--- src/rtl/mux_word_serializer_pkg.sv ---
// Shared widths, select limits and FSM state type for the mux word serializer.
package mux_word_serializer_pkg;

    localparam int unsigned WORD_W = 16;
    localparam int unsigned SEL_W  = 4;
    localparam int unsigned HOLD_W = 4;
    localparam int unsigned CNT_W  = 8;

    localparam logic [SEL_W-1:0] SEL_LAST = 4'b1111;

    typedef enum logic {
        S_IDLE  = 1'b0,
        S_SHIFT = 1'b1
    } state_t;

    // Terminal value of the per-index hold counter.
    function automatic logic [HOLD_W-1:0] hold_last(input int unsigned hold_cycles);
        return HOLD_W'(hold_cycles - 1);
    endfunction

endpackage

--- src/rtl/mux_word_serializer_sel_sequencer.sv ---
// Select-index stepper: holds each index HOLD_CYCLES cycles, then offers a bit.
module mux_sel_sequencer
    import mux_word_serializer_pkg::*;
#(
    parameter int unsigned HOLD_CYCLES = 1
) (
    input  logic             clk,
    input  logic             rst_n,
    input  logic             active,
    input  logic             restart,
    input  logic             advance,
    output logic [0:SEL_W-1] sel,
    output logic             ser_valid,
    output logic             ser_last
);

    localparam logic [HOLD_W-1:0] HOLD_LAST = hold_last(HOLD_CYCLES);

    logic [HOLD_W-1:0] hold_cnt;

    // Counter saturates at HOLD_LAST so an unaccepted bit stays valid under backpressure.
    always_ff @(posedge clk) begin
        if (!rst_n) begin
            sel      <= '0;
            hold_cnt <= '0;
        end else if (restart) begin
            sel      <= '0;
            hold_cnt <= '0;
        end else if (advance && (sel != SEL_LAST)) begin
            sel      <= sel + SEL_W'(1);
            hold_cnt <= '0;
        end else if (active && (hold_cnt != HOLD_LAST)) begin
            hold_cnt <= hold_cnt + HOLD_W'(1);
        end
    end

    always_comb begin
        ser_valid = active && (hold_cnt == HOLD_LAST);
        ser_last  = ser_valid && (sel == SEL_LAST);
    end

endmodule

--- src/rtl/mux_word_serializer.sv ---
// Word-to-bit serializer wrapped around an external mux16to1: holds the word on
// mux_in, steps sel 0..15 and streams mux_out back out with valid/ready.
module mux_word_serializer
    import mux_word_serializer_pkg::*;
#(
    parameter int unsigned HOLD_CYCLES = 1
) (
    input  logic              clk,
    input  logic              rst_n,
    input  logic              load_valid,
    output logic              load_ready,
    input  logic [0:WORD_W-1] load_data,
    output logic [0:WORD_W-1] mux_in,
    output logic [0:SEL_W-1]  sel,
    input  logic              mux_out,
    output logic              ser_valid,
    input  logic              ser_ready,
    output logic              ser_bit,
    output logic              ser_last,
    output logic              busy,
    output logic [CNT_W-1:0]  words_done
);

    state_t state;
    logic   xfer;
    logic   word_end;
    logic   accept;

    // Ready reopens during the final transfer so the next word follows with no gap.
    always_comb begin
        xfer       = ser_valid && ser_ready;
        word_end   = xfer && ser_last;
        load_ready = (state == S_IDLE) || word_end;
        accept     = load_valid && load_ready;
    end

    assign ser_bit = mux_out;
    assign busy    = (state == S_SHIFT);

    mux_sel_sequencer #(
        .HOLD_CYCLES(HOLD_CYCLES)
    ) u_seq (
        .clk      (clk),
        .rst_n    (rst_n),
        .active   (busy),
        .restart  (accept),
        .advance  (xfer && !ser_last),
        .sel      (sel),
        .ser_valid(ser_valid),
        .ser_last (ser_last)
    );

    always_ff @(posedge clk) begin
        if (!rst_n) begin
            state      <= S_IDLE;
            mux_in     <= '0;
            words_done <= '0;
        end else begin
            if (accept) begin
                mux_in <= load_data;
            end
            if (word_end) begin
                words_done <= words_done + CNT_W'(1);
            end
            case (state)
                S_IDLE:  if (accept) state <= S_SHIFT;
                S_SHIFT: if (word_end && !accept) state <= S_IDLE;
                default: state <= S_IDLE;
            endcase
        end
    end

endmodule

--- config.mk ---
export PLATFORM = sky130hd
export DESIGN_NAME = mux_word_serializer
export DESIGN_NICKNAME = d
export VERILOG_FILES = /design/src/rtl/mux_word_serializer_pkg.sv /design/src/rtl/mux_word_serializer_sel_sequencer.sv /design/src/rtl/mux_word_serializer.sv
export SDC_FILE = /design/constraint.sdc
export NUM_CORES = 1
export LEC_CHECK = 0
export ABC_AREA = 1
export CORE_UTILIZATION = 49
export CTS_CLUSTER_SIZE = 10
export DETAILED_ROUTE_END_ITERATION = 8
export GPL_TIMING_DRIVEN = 0
export PLACE_DENSITY = 0.88
export SLEW_MARGIN = 20
export SYNTH_ARGS = -nofsm -noshare
export SYNTH_HDL_FRONTEND = slang
export SYNTH_SLANG_ARGS = --single-unit
--- constraint.sdc ---
create_clock -name clk -period 4.9 [get_ports clk]
set_clock_uncertainty 0.1 [all_clocks]
set_input_delay 1.225 -clock clk [delete_from_list [all_inputs] [get_ports clk]]
set_output_delay 1.225 -clock clk [all_outputs]
set_load 0.1 [all_outputs]
; Word level (Yosys, flattened, before mapping)
; Index checks and enable logic that the tools add are counted.
[totals]
n_memories = 0
in_bits = 21
latch_bits = 0
mem_bits_rw = 0
wordCells = 31
romBits = 0
register_bits = 33
[op_classes]
n_bitwise = 2
multipliers = 0
n_shift = 0
n_eq_ne = 2
magnitude_cmp = 0
reduce_logical = 16
n_mux = 3
n_div = 0
add_sub_neg = 3
[op_table]
columns = cell, count
row1 = logical AND 1 bit, 9
row2 = adder 4 x 1 -> 4 bit (second input constant), 2
row3 = adder 8 x 1 -> 8 bit (second input constant), 1
row4 = equality test 4 bit (second input constant), 1
row5 = logical NOT 4 bit, 1
row6 = inequality test 4 bit (second input constant), 1
row7 = nonzero test 4 bit, 1
row8 = OR reduction 3 bit, 1
row9 = logical NOT 1 bit, 2
row10 = 2-to-1 mux 1 bit, 2
row11 = inverter 1 bit, 2
row12 = one-hot mux 1 bit (2 select lines), 1
row13 = OR reduction 2 bit, 1
row14 = logical OR 1 bit, 1

; Depth between registers and ports, before layout
; Gate-level depths: netlist (run 1).
[logic_depth]
ltp_word = 10
ltp_mapped = 8

; Modules after synthesis
; Synthesis (run 1) repeated with hierarchy kept, for this count alone.
[hier_totals]
hier_cells = 207
area_unflattened_um2 = 1554.0
[modules_own_cells]
columns = mod, cells_per_inst, area_each_um2, instances
row1 = mux_word_serializer, 147, 1096.1, 1
row2 = mux_sel_sequencer, 60, 457.9, 1

; Worst setup path before layout (run 1)
; No wires, ideal clock.
[synth_path]
kind = reg-to-output
from = reg u_seq.sel[3] in the netlist's numbering
to = out ser_last
required_time_ns = 3.575
setup_slack_ns = 0.688
stages_incl_launch_ff = 4
t_arrival_ns = 2.887
n_path_buf = 0
path_cell_list = dfxtp_1 -> ha_1 -> nand3_1 -> nor2_1
[synth_via]
elab_chain_len = 2
[synth_rtl]
columns = item, line_no
row1 = from (decl), mux_word_serializer_sel_sequencer.sv:12  ; output logic [0:SEL_W-1] sel,
row2 = from (signal assigned), mux_word_serializer_sel_sequencer.sv:30  ; sel <= sel + SEL_W'(1);
row3 = equality test 4 bit, mux_word_serializer_sel_sequencer.sv:39  ; ser_last = ser_valid && (sel == SEL_LAST);
row4 = logical AND 1 bit, mux_word_serializer_sel_sequencer.sv:39
row5 = to (decl), mux_word_serializer.sv:19  ; output logic ser_last,
; No other way between the ends.

; Final worst setup path (run 1)
[layout_path]
from = in ser_ready
to = out load_ready
[layout_via]
elab_chain_len = 3
[layout_rtl]
columns = item, line_no
row1 = from (decl), mux_word_serializer.sv:17  ; input logic ser_ready,
row2 = logical AND 1 bit, mux_word_serializer.sv:31  ; xfer = ser_valid && ser_ready;
row3 = logical AND 1 bit, mux_word_serializer.sv:32  ; word_end = xfer && ser_last;
row4 = logical OR 1 bit, mux_word_serializer.sv:33  ; load_ready = (state == S_IDLE) || word_end;
row5 = to (decl), mux_word_serializer.sv:11  ; output logic load_ready,
; No other way between the ends.

==> run metrics, run 1 <==
Hold WC Path Type reg2reg; Period minus WS final 4.46 ns; vias per cell 4.80; compound-gate portion of the synthesized area 0.0948; number of buffers added on ports 50; setup tns final 0 ns; first-pass GRT wire length 6110 µm; die height 60.5 µm; status completed; total power 0.651 mW; Leak Pwr 1.03 nW; Net Sw Power 0.234 mW; area of the multi-input gates 773 µm²; Pwr Density 283 nW/µm²; CTS clk-pin slew, worst paths 0.10 ns; DP HPWL 2670 µm; clk buf depth 2; largest net degree at the start of global routing 11; Worst Hold Endpoint mux_in[3]$_SDFFE_PN0P_; vias 1618; vias in the first global route 1496; Power Internal 0.418 mW; max-slew violation count 0; Max Clock Freq 0.224 GHz; Setup Crit Path Kind in2out; switching share of power 0.359; area delta synth->final 37.5%; CP Data Arrival Time 3.13 ns; Worst IR Drop VDD 263 µV; syn avg cell area 7.13 µm²; Layout Nets 317; Critical Path Fanout Max 10; DRT iter0 DRCs 59; synth unique cells 23; placed cell areas 2230 µm²; FP Rows 20; Initial DRT Pass Iterations 4; Crit-path slowest cell dlymetal6s2s_1; YS warnings 0; Startpoint Class input port; Post-CTS Hold Buffers 0; DRC Markers 0; Post-Syn Area 1680 µm²; register area 661 µm²; dpl ws 0.0600 ns; Core Util, Final 0.731; Seq pwr share 0.441; total gr overflow 0; Ports 54; register area share after synthesis 0.394; RSZ-0062 raised after global routing no; CP bufs+invs 3; fin area 2300 µm²; MaxCap Viol Count 0; Initial Util 0.531; antenna viol nets, final 0; RR Startpoint u_seq.sel[3]$_SDFFE_PP0P_; CTS H-tree depth 2; Total Die Area 3660 µm²; Slew @ Worst Pin 0.998 ns; largest family of logic cells by synthesized area simple AND/OR/NAND/NOR gates; register-to-register setup slack 3.18 ns; Tcrit/Tclk final 0.910; initial antenna violation count 0; share of cells above drive strength 1 0.0785; CTS root buf clkbuf_4; Avg WL per Cell 10.3 µm; mux contribution to synthesized area 0; combinational power share 0.287; antenna cells 0; family with the most delay on the worst path buffers and inverters; CTS tree done; XOR/XNOR Fraction of Synth Area 0.0314; Cells after Synth 235; Rel. slew slack 0.333; cell breakdown of the critical path clkdlybuf4s50_1 > nand4_4 > o21bai_4 > buf_6 > dlymetal6s2s_1; Final WS setup 0.442 ns; Die Wd 60.5 µm; Worst Hold Depth 2; Synth Area in Simple Gates 0.305; r2r endpoint mux_in[8]$_SDFFE_PN0P_; TritonCTS buffer count 5; final hold vios 0; crit end category output pin; routability cong. 0.785; clk_lat worst skew 0.34 ns; WP data required 3.58 ns; Worst path max stage delay 0.75 ns; setup violators final 0; total clock sinks 33; syn nets 260; Clk pwr share 0.273; synthesized flop and latch total 33; Fillers 265; min-delay src mux_in[3]$_SDFFE_PN0P_; adder-cell share of the synthesized area 0.0299; DRT Wirelength 3480 µm; Core Area 3150 µm²; R2R depth 7; Total GRT Usage 0.225
Yosys cell counts (all sizes together):
cell	n	area share
nand3	29	0.093
buf	9	0.049
dfxtp	33	0.39
clkbuf	2	0.010
o21bai	1	0.011
a21oi	26	0.078
ha	4	0.030
o21ai	2	0.0060
xnor2	4	0.021
nand2	46	0.10
nor2	37	0.093
nand4	2	0.016
inv	38	0.085
xor2	2	0.010
registers in the layout, indices dropped and copies added (netlist names):
name	flops
busy	1
mux_in	16
u_seq.hold_cnt	4
u_seq.sel	4
words_done	8
layer usage:
metal / up-vias / share of wire / track usage
li1: 841 / - / -
met1: 718 / 0.45 / 0.270
met2: 51 / 0.45 / 0.356
met3: 8 / 0.080 / 0.0768
met4: 0 / 0.022 / 0.117
met5: - / 0 / 0
metrics by stage:
| stage | cells | hold slack, ns |
|---|---|---|
| after floorplan | 235 | 0.427 |
| after global placement | 329 | 0.359 |
| after detailed placement | 329 | 0.370 |
| after CTS | 337 | 0.396 |
| after global routing | 337 | 0.419 |
| final | 337 | 0.392 |
area by class of cell:
cell class | count | share of cell area
plain buffers | 11 | 0.0429
clock buffers | 7 | 0.0282
clock inverters | 1 | 0.00217
inverters | 38 | 0.0619
multi-input cells | 153 | 0.336
flip-flops and latches | 33 | 0.287
well taps | 44 | 0.0239
repair buffers | 50 | 0.218
logic make-up after synthesis:
| family | after synthesis |
|---|---|
| adder cells (fa/ha/maj) | 4 |
| buffers and inverters | 49 |
| flip-flops | 33 |
| XOR/XNOR | 6 |
| AND/OR/NAND/NOR | 114 |
| AO/OA/AOI/OAI | 29 |
worst min-delay path, stage by stage, from the launching register on:
cell and delay, ns:
dfxtp_1 0.34, a21oi_1 0.04, nor2_1 0.08
power by group through the flow:
stage          logic [mW]  registers, mW  clock network [mW]
6_report            0.187          0.287               0.177
5_1_grt             0.198          0.288               0.192
4_1_cts             0.188          0.287               0.180
3_5_place_dp        0.187          0.293                   0
3_3_place_gp        0.185          0.293                   0
2_1_floorplan      0.0579          0.374                   0
cell usage in the layout, fill, tap and decap left out, drive strengths merged, types with 4 or more instances in the layout:
cell type / instances
ha: 4
nor2: 37
clkbuf: 9
clkdlybuf4s50: 49
a21oi: 26
nand2: 46
inv: 38
dfxtp: 33
xnor2: 4
buf: 9
nand3: 29
timing repair:
item / in CTS / in global routing
setup endpoints to repair: 0 / 1
buffers inserted: 0 / 0
resized for setup: 0 / 1
endpoints found under the hold margin: 0 / 0
how the worst max path moves through the flow:
stage	from	slack (ns)	end	cells past startpoint
4_1_cts	ser_ready	0.04	load_ready	5
6_report	ser_ready	0.44	load_ready	5
5_1_grt	ser_ready	0.38	load_ready	5
3_5_place_dp	ser_ready	0.06	load_ready	5
2_1_floorplan	u_seq.sel[3]$_SDFFE_PP0P_	0.69	ser_last	3
3_3_place_gp	ser_ready	0.07	load_ready	5
No activity file was read; power rests on OpenSTA's default activity.
==> inputs of run 2 (changes only) <==
--- a/config.mk
+++ b/config.mk
@@ -6,10 +6,10 @@
 export NUM_CORES = 1
 export LEC_CHECK = 0
 export ABC_AREA = 1
+export CORE_ASPECT_RATIO = 2
 export CORE_UTILIZATION = 49
 export CTS_CLUSTER_SIZE = 10
 export DETAILED_ROUTE_END_ITERATION = 8
-export GPL_TIMING_DRIVEN = 0
 export PLACE_DENSITY = 0.88
 export SLEW_MARGIN = 20
 export SYNTH_ARGS = -nofsm -noshare
==> run 2 against run 1 <==
Compared with the run above: the run now ends with design-rule violations left; cell count down 6.2%; register-to-register slack worse by 0.30 ns; sequential cell count stayed put; worst hold slack got worse by 0.011 ns; global-route usage fell by 1.2 points.
==> run metrics, run 2 (synthesized netlist as in run 1, its figures left out) <==
setup violators final 0 (unchanged); antenna cells 0 (unchanged); die height 84.7 µm (+40%); vias in the first global route 1401 (-6.4%); share of cells above drive strength 1 0.0596 (-0.0188); Tcrit/Tclk final 0.772 (-0.138); CP Data Arrival Time 2.46 ns (-0.67 ns); Total Die Area 3670 µm² (+0.37%); Top reg by flops mux_in; Hold WC Path Type reg2reg; DP HPWL 2510 µm (-6.0%); Worst path max stage delay 1.15 ns (+0.40 ns); Layout Nets 309 (-2.5%); max-slew violation count 0 (unchanged); CTS root buf clkbuf_8; largest net degree at the start of global routing 35 (+24); max reg flops 16 (unchanged); crit end category output pin; CTS clk-pin slew, worst paths 0.07 ns (-0.03 ns); CTS H-tree depth 2 (unchanged); initial antenna violation count 0 (unchanged); DRT Wirelength 3320 µm (-4.5%); Ports 54 (unchanged); status finished with violations; most frequent cells in the layout clkdlybuf4s50_1 (50), nand2_1 (46), inv_1 (38); Leak Pwr 0.996 nW (-3.4%); placed cell areas 2150 µm² (-3.6%); FP Rows 29 (+45%); fin area 2230 µm² (-3.0%); Total GRT Usage 0.213 (-0.0115); total clock sinks 33 (unchanged); most common cell after layout, fill and taps aside clkdlybuf4s50_1; Slew @ Worst Pin 0.990 ns (-0.00845 ns); Post-CTS Hold Buffers 0 (unchanged); Worst Hold Depth 2 (unchanged); CTS tree done; min-delay src mux_in[1]$_SDFFE_PN0P_; routability cong. 0.813 (+3.6%); RR Startpoint u_seq.sel[3]$_SDFFE_PP0P_; number of buffers added on ports 51 (+2.0%); Period minus WS final 3.78 ns (-0.676 ns); WP data required 3.58 ns (about the same); DRC Markers 8 (+8); Rel. slew slack 0.338 (+0.00565); area delta synth->final 33.3%; Crit-path slowest cell clkdlybuf4s50_1; Initial DRT Pass Iterations 6 (+2); Avg WL per Cell 10.5 µm (+1.9%); RSZ-0062 raised after global routing no; Final WS setup 1.12 ns (+0.676 ns); Hold Slack 0.381 ns (-0.0105 ns); Worst IR Drop VDD 277 µV (+5.3%); Core Area 3230 µm² (+2.4%); MaxCap Viol Count 0 (unchanged); Die Wd 43.3 µm (-28%); first-pass GRT wire length 6020 µm (-1.4%); dpl ws 1.25 ns (+1.19 ns); critical path depth 4 (-1); final hold vios 0 (unchanged); post-CTS setup buffers 0 (unchanged); R2R depth 7 (unchanged); family with the most delay on the worst path buffers and inverters; quantity of gates resized following cts 0 (unchanged); vias 1543 (-4.6%); antenna viol nets, final 0 (unchanged); clk buf depth 2 (unchanged); crit path launch u_seq.sel[3]$_SDFFE_PP0P_; setup tns final 0 ns (unchanged); DRT iter0 DRCs 38 (-36%); cell breakdown of the critical path ha_1 > nand3_1 > nor2_1 > clkdlybuf4s50_1; total gr overflow 0 (unchanged); Pwr Density 293 nW/µm² (+3.8%); Critical Path Fanout Max 4 (-6); TritonCTS buffer count 5 (unchanged); Startpoint Class register; failing checks design-rule violations; Max Clock Freq 0.264 GHz (+18%); Top Registers mux_in: 16 flops, words_done: 8 flops; Initial Util 0.519 (-0.0126); dpl cells 308 (-6.4%); Setup Crit Path Kind reg2out; vias per cell 4.88 (+1.7%); CP bufs+invs 1 (-2); non-filler instance count after layout 316 (-6.2%); clk_lat worst skew 0.27 ns (-0.07 ns)
[run 2: per-stage QoR]
stage,power (mW),utilization
global route,0.687,0.692
detailed placement,0.471,0.666
CTS,0.663,0.692
finish,0.655,0.692
global placement,0.469,0.666
floorplan,0.432,-
[run 2: worst reg2reg max path, stage by stage (launching register included)]
cell and delay, ns:
dfxtp_1 0.40, ha_1 0.22, nand3_1 0.22, o21bai_4 0.25, buf_4 0.35, nand2_1 0.17, nand2_1 0.13, nor2_1 0.07
[run 2: cell type report]
type                            instances  area [µm²]
Clock inverter                          2        10.0
Timing Repair Buffer                   53         536
Tap cell                               31        38.8
Inverter                               38         143
Clock buffer                            6        72.6
Multi-Input combinational cell        153         773
Fill cell                             267         996
Sequential cell                        33         661
[run 2: layer usage]
| layer | up-vias | wire length [µm] | global-route usage |
|---|---|---|---|
| met3 | 2 | 140 | 0.0581 |
| met4 | 0 | 36 | 0.0852 |
| met1 | 681 | 1250 | 0.227 |
| met5 | - | 0 | 0 |
| met2 | 39 | 1890 | 0.380 |
| li1 | 821 | - | - |
[run 2: worst paths after layout]
check | endpoint | slack, ns
setup / recovery | ser_last | 1.12
hold / removal | mux_in[1]$_SDFFE_PN0P_ | 0.38
setup reg to reg | u_seq.sel[2]$_SDFFE_PP0P_ | 2.88
hold reg to reg | mux_in[1]$_SDFFE_PN0P_ | 0.38
[run 2: power breakdown]
part           internal (mW)  switching, mW  leakage, nW
clock network         0.0983         0.0924       0.0450
logic                 0.0507          0.127        0.681
registers              0.280        0.00720        0.270
total                  0.429          0.226        0.996
==> inputs of run 3 (changes only) <==
--- a/config.mk
+++ b/config.mk
@@ -7,10 +7,10 @@
 export LEC_CHECK = 0
 export ABC_AREA = 1
 export CORE_ASPECT_RATIO = 2
-export CORE_UTILIZATION = 49
+export CORE_UTILIZATION = 46
 export CTS_CLUSTER_SIZE = 10
 export DETAILED_ROUTE_END_ITERATION = 8
-export PLACE_DENSITY = 0.88
+export PLACE_DENSITY = 0.84
 export SLEW_MARGIN = 20
 export SYNTH_ARGS = -nofsm -noshare
 export SYNTH_HDL_FRONTEND = slang
==> constraint.sdc (replaced) <==
create_clock -name clk -period 3.6 [get_ports clk]
set_clock_uncertainty 0.1 [all_clocks]
set_input_delay 0.9 -clock clk [delete_from_list [all_inputs] [get_ports clk]]
set_output_delay 0.9 -clock clk [all_outputs]
set_load 0.1 [all_outputs]
==> run 3 against run 2 <==
Compared with the run above: the flow now finishes without violations; sequential power up 36%; die area is 6.3% higher; first-iteration DRC count decreased by 37%; non-clock buffer count is 1 higher; sequential share of layout area grew 0.57 points; critical path depth unchanged; combinational power grew 33%; register-to-register slack got worse by 1.3 ns; clock power up 46%; worst hold slack improved by 0.0012 ns; via count grew 2.9%; critical endpoint is now load_ready; largest power group unchanged; highest routed layer unchanged.
==> run metrics, run 3 (synthesized netlist as in run 1, its figures left out) <==
Period minus WS final 3.04 ns; register-to-register setup slack 1.56 ns (-1.32 ns); Total GRT Usage 0.200 (-0.0134); post-CTS setup buffers 0 (unchanged); critical path depth 4 (unchanged); clk buf depth 2 (unchanged); vias in the first global route 1422 (+1.5%); initial antenna violation count 0 (unchanged); number of buffers added on ports 51 (unchanged); combinational power share 0.262 (-0.009); Initial Util 0.490 (-0.0283); status completed; max-slew violation count 0 (unchanged); total gr overflow 0 (unchanged); antenna viol nets, final 0 (unchanged); CTS H-tree depth 2 (unchanged); clk_lat worst skew 0.28 ns (about the same); Power Internal 0.596 mW (+39%); antenna cells 0 (unchanged); largest net degree at the start of global routing 35 (unchanged); Critical Path Fanout Max 4 (unchanged); Post-CTS Hold Buffers 0 (unchanged); Top Registers mux_in: 16 flops, words_done: 8 flops; Critical Path End load_ready; routability cong. 0.759 (-6.7%); setup tns final 0 ns (unchanged); Tcrit/Tclk final 0.843; Layout Nets 310 (+0.32%); RSZ-0062 raised after global routing no; cell breakdown of the critical path clkdlybuf4s50_1 > nand4_4 > o21bai_4 > buf_12; Ports 54 (unchanged); quantity of gates resized following cts 0 (unchanged); placed cell areas 2100 µm² (-2.2%); Rel. slew slack 0.649 (+0.311); Max Clock Freq 0.329 GHz; Worst path max stage delay 0.55 ns (-0.60 ns); crit path launch ser_ready; max reg flops 16 (unchanged); area delta synth->final 30.8%; Startpoint Class input port; DRC Markers 0 (-8); Hold WC Path Type reg2reg; vias per cell 4.77 (-2.3%); most frequent cells in the layout nand2_1 (46), inv_1 (38), buf_4 (34); family with the most delay on the worst path buffers and inverters; CP bufs+invs 2 (+1); Crit-path slowest cell clkdlybuf4s50_1; Net Sw Power 0.309 mW (+37%); switching share of power 0.342 (-0.00407); WP data required 2.60 ns (-0.98 ns); Top reg by flops mux_in; R2R depth 7 (unchanged); final hold vios 0 (unchanged); RR Startpoint u_seq.sel[3]$_SDFFE_PP0P_; Fillers 299 (+12%); FP Rows 30 (+3.4%); non-filler instance count after layout 333 (+5.4%); TritonCTS buffer count 5 (unchanged); Leak Pwr 1.06 nW (+5.9%); Pwr Density 413 nW/µm² (+41%); Seq pwr share 0.432 (-0.006); Slew @ Worst Pin 0.524 ns (-0.465 ns); Avg WL per Cell 10.0 µm (-4.8%); CP Data Arrival Time 2.04 ns (-0.42 ns); Setup Crit Path Kind in2out; Core Area 3420 µm² (+5.8%); CTS root buf clkbuf_8; Total Die Area 3900 µm² (+6.3%); total clock sinks 33 (unchanged); most common cell after layout, fill and taps aside nand2_1; fin area 2190 µm² (-1.9%); DP HPWL 2560 µm (+2.3%); share of cells above drive strength 1 0.172 (+0.112); DRT iter0 DRCs 24 (-37%); vias 1588 (+2.9%); setup violators final 0 (unchanged); first-pass GRT wire length 5720 µm (-5.0%); CTS clk-pin slew, worst paths 0.06 ns (about the same); die height 87.3 µm (+3.1%); crit end category output pin; Clk pwr share 0.307 (+0.016); DRT Wirelength 3330 µm (+0.30%); Worst IR Drop VDD 318 µV (+15%); r2r endpoint u_seq.sel[0]$_SDFFE_PP0P_; total power 0.906 mW (+38%); dpl cells 326 (+5.8%); CTS tree done; MaxCap Viol Count 0 (unchanged); Initial DRT Pass Iterations 4 (-2); Die Wd 44.7 µm (+3.1%)
## run 3: changes by cell type in the layout (fill, tap and decap cells not counted), sizes merged
cell / delta
clkbuf: +1
buf: +32
clkdlybuf4s50: -31
clkinv: -2
## run 3: worst min path at each step
stage | from | to | cells past startpoint
floorplan | u_seq.hold_cnt[1]$_SDFFE_PP0P_ | u_seq.hold_cnt[1]$_SDFFE_PP0P_ | 4
global placement | mux_in[4]$_SDFFE_PN0P_ | mux_in[4]$_SDFFE_PN0P_ | 2
detailed placement | mux_in[11]$_SDFFE_PN0P_ | mux_in[11]$_SDFFE_PN0P_ | 2
CTS | mux_in[11]$_SDFFE_PN0P_ | mux_in[11]$_SDFFE_PN0P_ | 2
global route | mux_in[5]$_SDFFE_PN0P_ | mux_in[5]$_SDFFE_PN0P_ | 2
finish | mux_in[11]$_SDFFE_PN0P_ | mux_in[11]$_SDFFE_PN0P_ | 2
## run 3: stage by stage
| step | hold slack, ns | setup WS [ns] | util |
|---|---|---|---|
| 2_1_floorplan | 0.427 | 0.167 | - |
| 3_3_place_gp | 0.362 | 0.590 | 0.616 |
| 3_5_place_dp | 0.371 | 0.578 | 0.616 |
| 4_1_cts | 0.388 | 0.577 | 0.641 |
| 5_1_grt | 0.425 | 0.554 | 0.641 |
| 6_report | 0.382 | 0.564 | 0.641 |
## run 3: tightest hold or removal path, delay by kind of cell, from the launching register on
| family | cells | cell delay, ns |
|---|---|---|
| compound gates | 1 | 0.04 |
| simple gates | 1 | 0.08 |
| flops | 1 | 0.33 |
## run 3: per-layer routing
metal  up-vias  track usage  share of wire
met4         0        0.138          0.047
met2        42        0.361           0.54
met5         -            0              0
met3        13       0.0539          0.046
met1       709        0.181           0.37
li1        824            -              -
## run 3: area by class of cell
class,instances,area [µm²],area share
multi-input combinational,153,776,0.354
sequential,33,661,0.302
timing repair buffer,54,465,0.212
inverter,38,143,0.0651
clock buffer,7,86.3,0.0394
tap,48,60.1,0.0274
## run 3: power groups by stage
stage	Sequential [mW]	Clock (mW)	Combinational [mW]
6_report	0.391	0.278	0.237
5_1_grt	0.393	0.303	0.251
4_1_cts	0.391	0.285	0.238
3_5_place_dp	0.399	0	0.238
3_3_place_gp	0.399	0	0.236
2_1_floorplan	0.509	0	0.0790
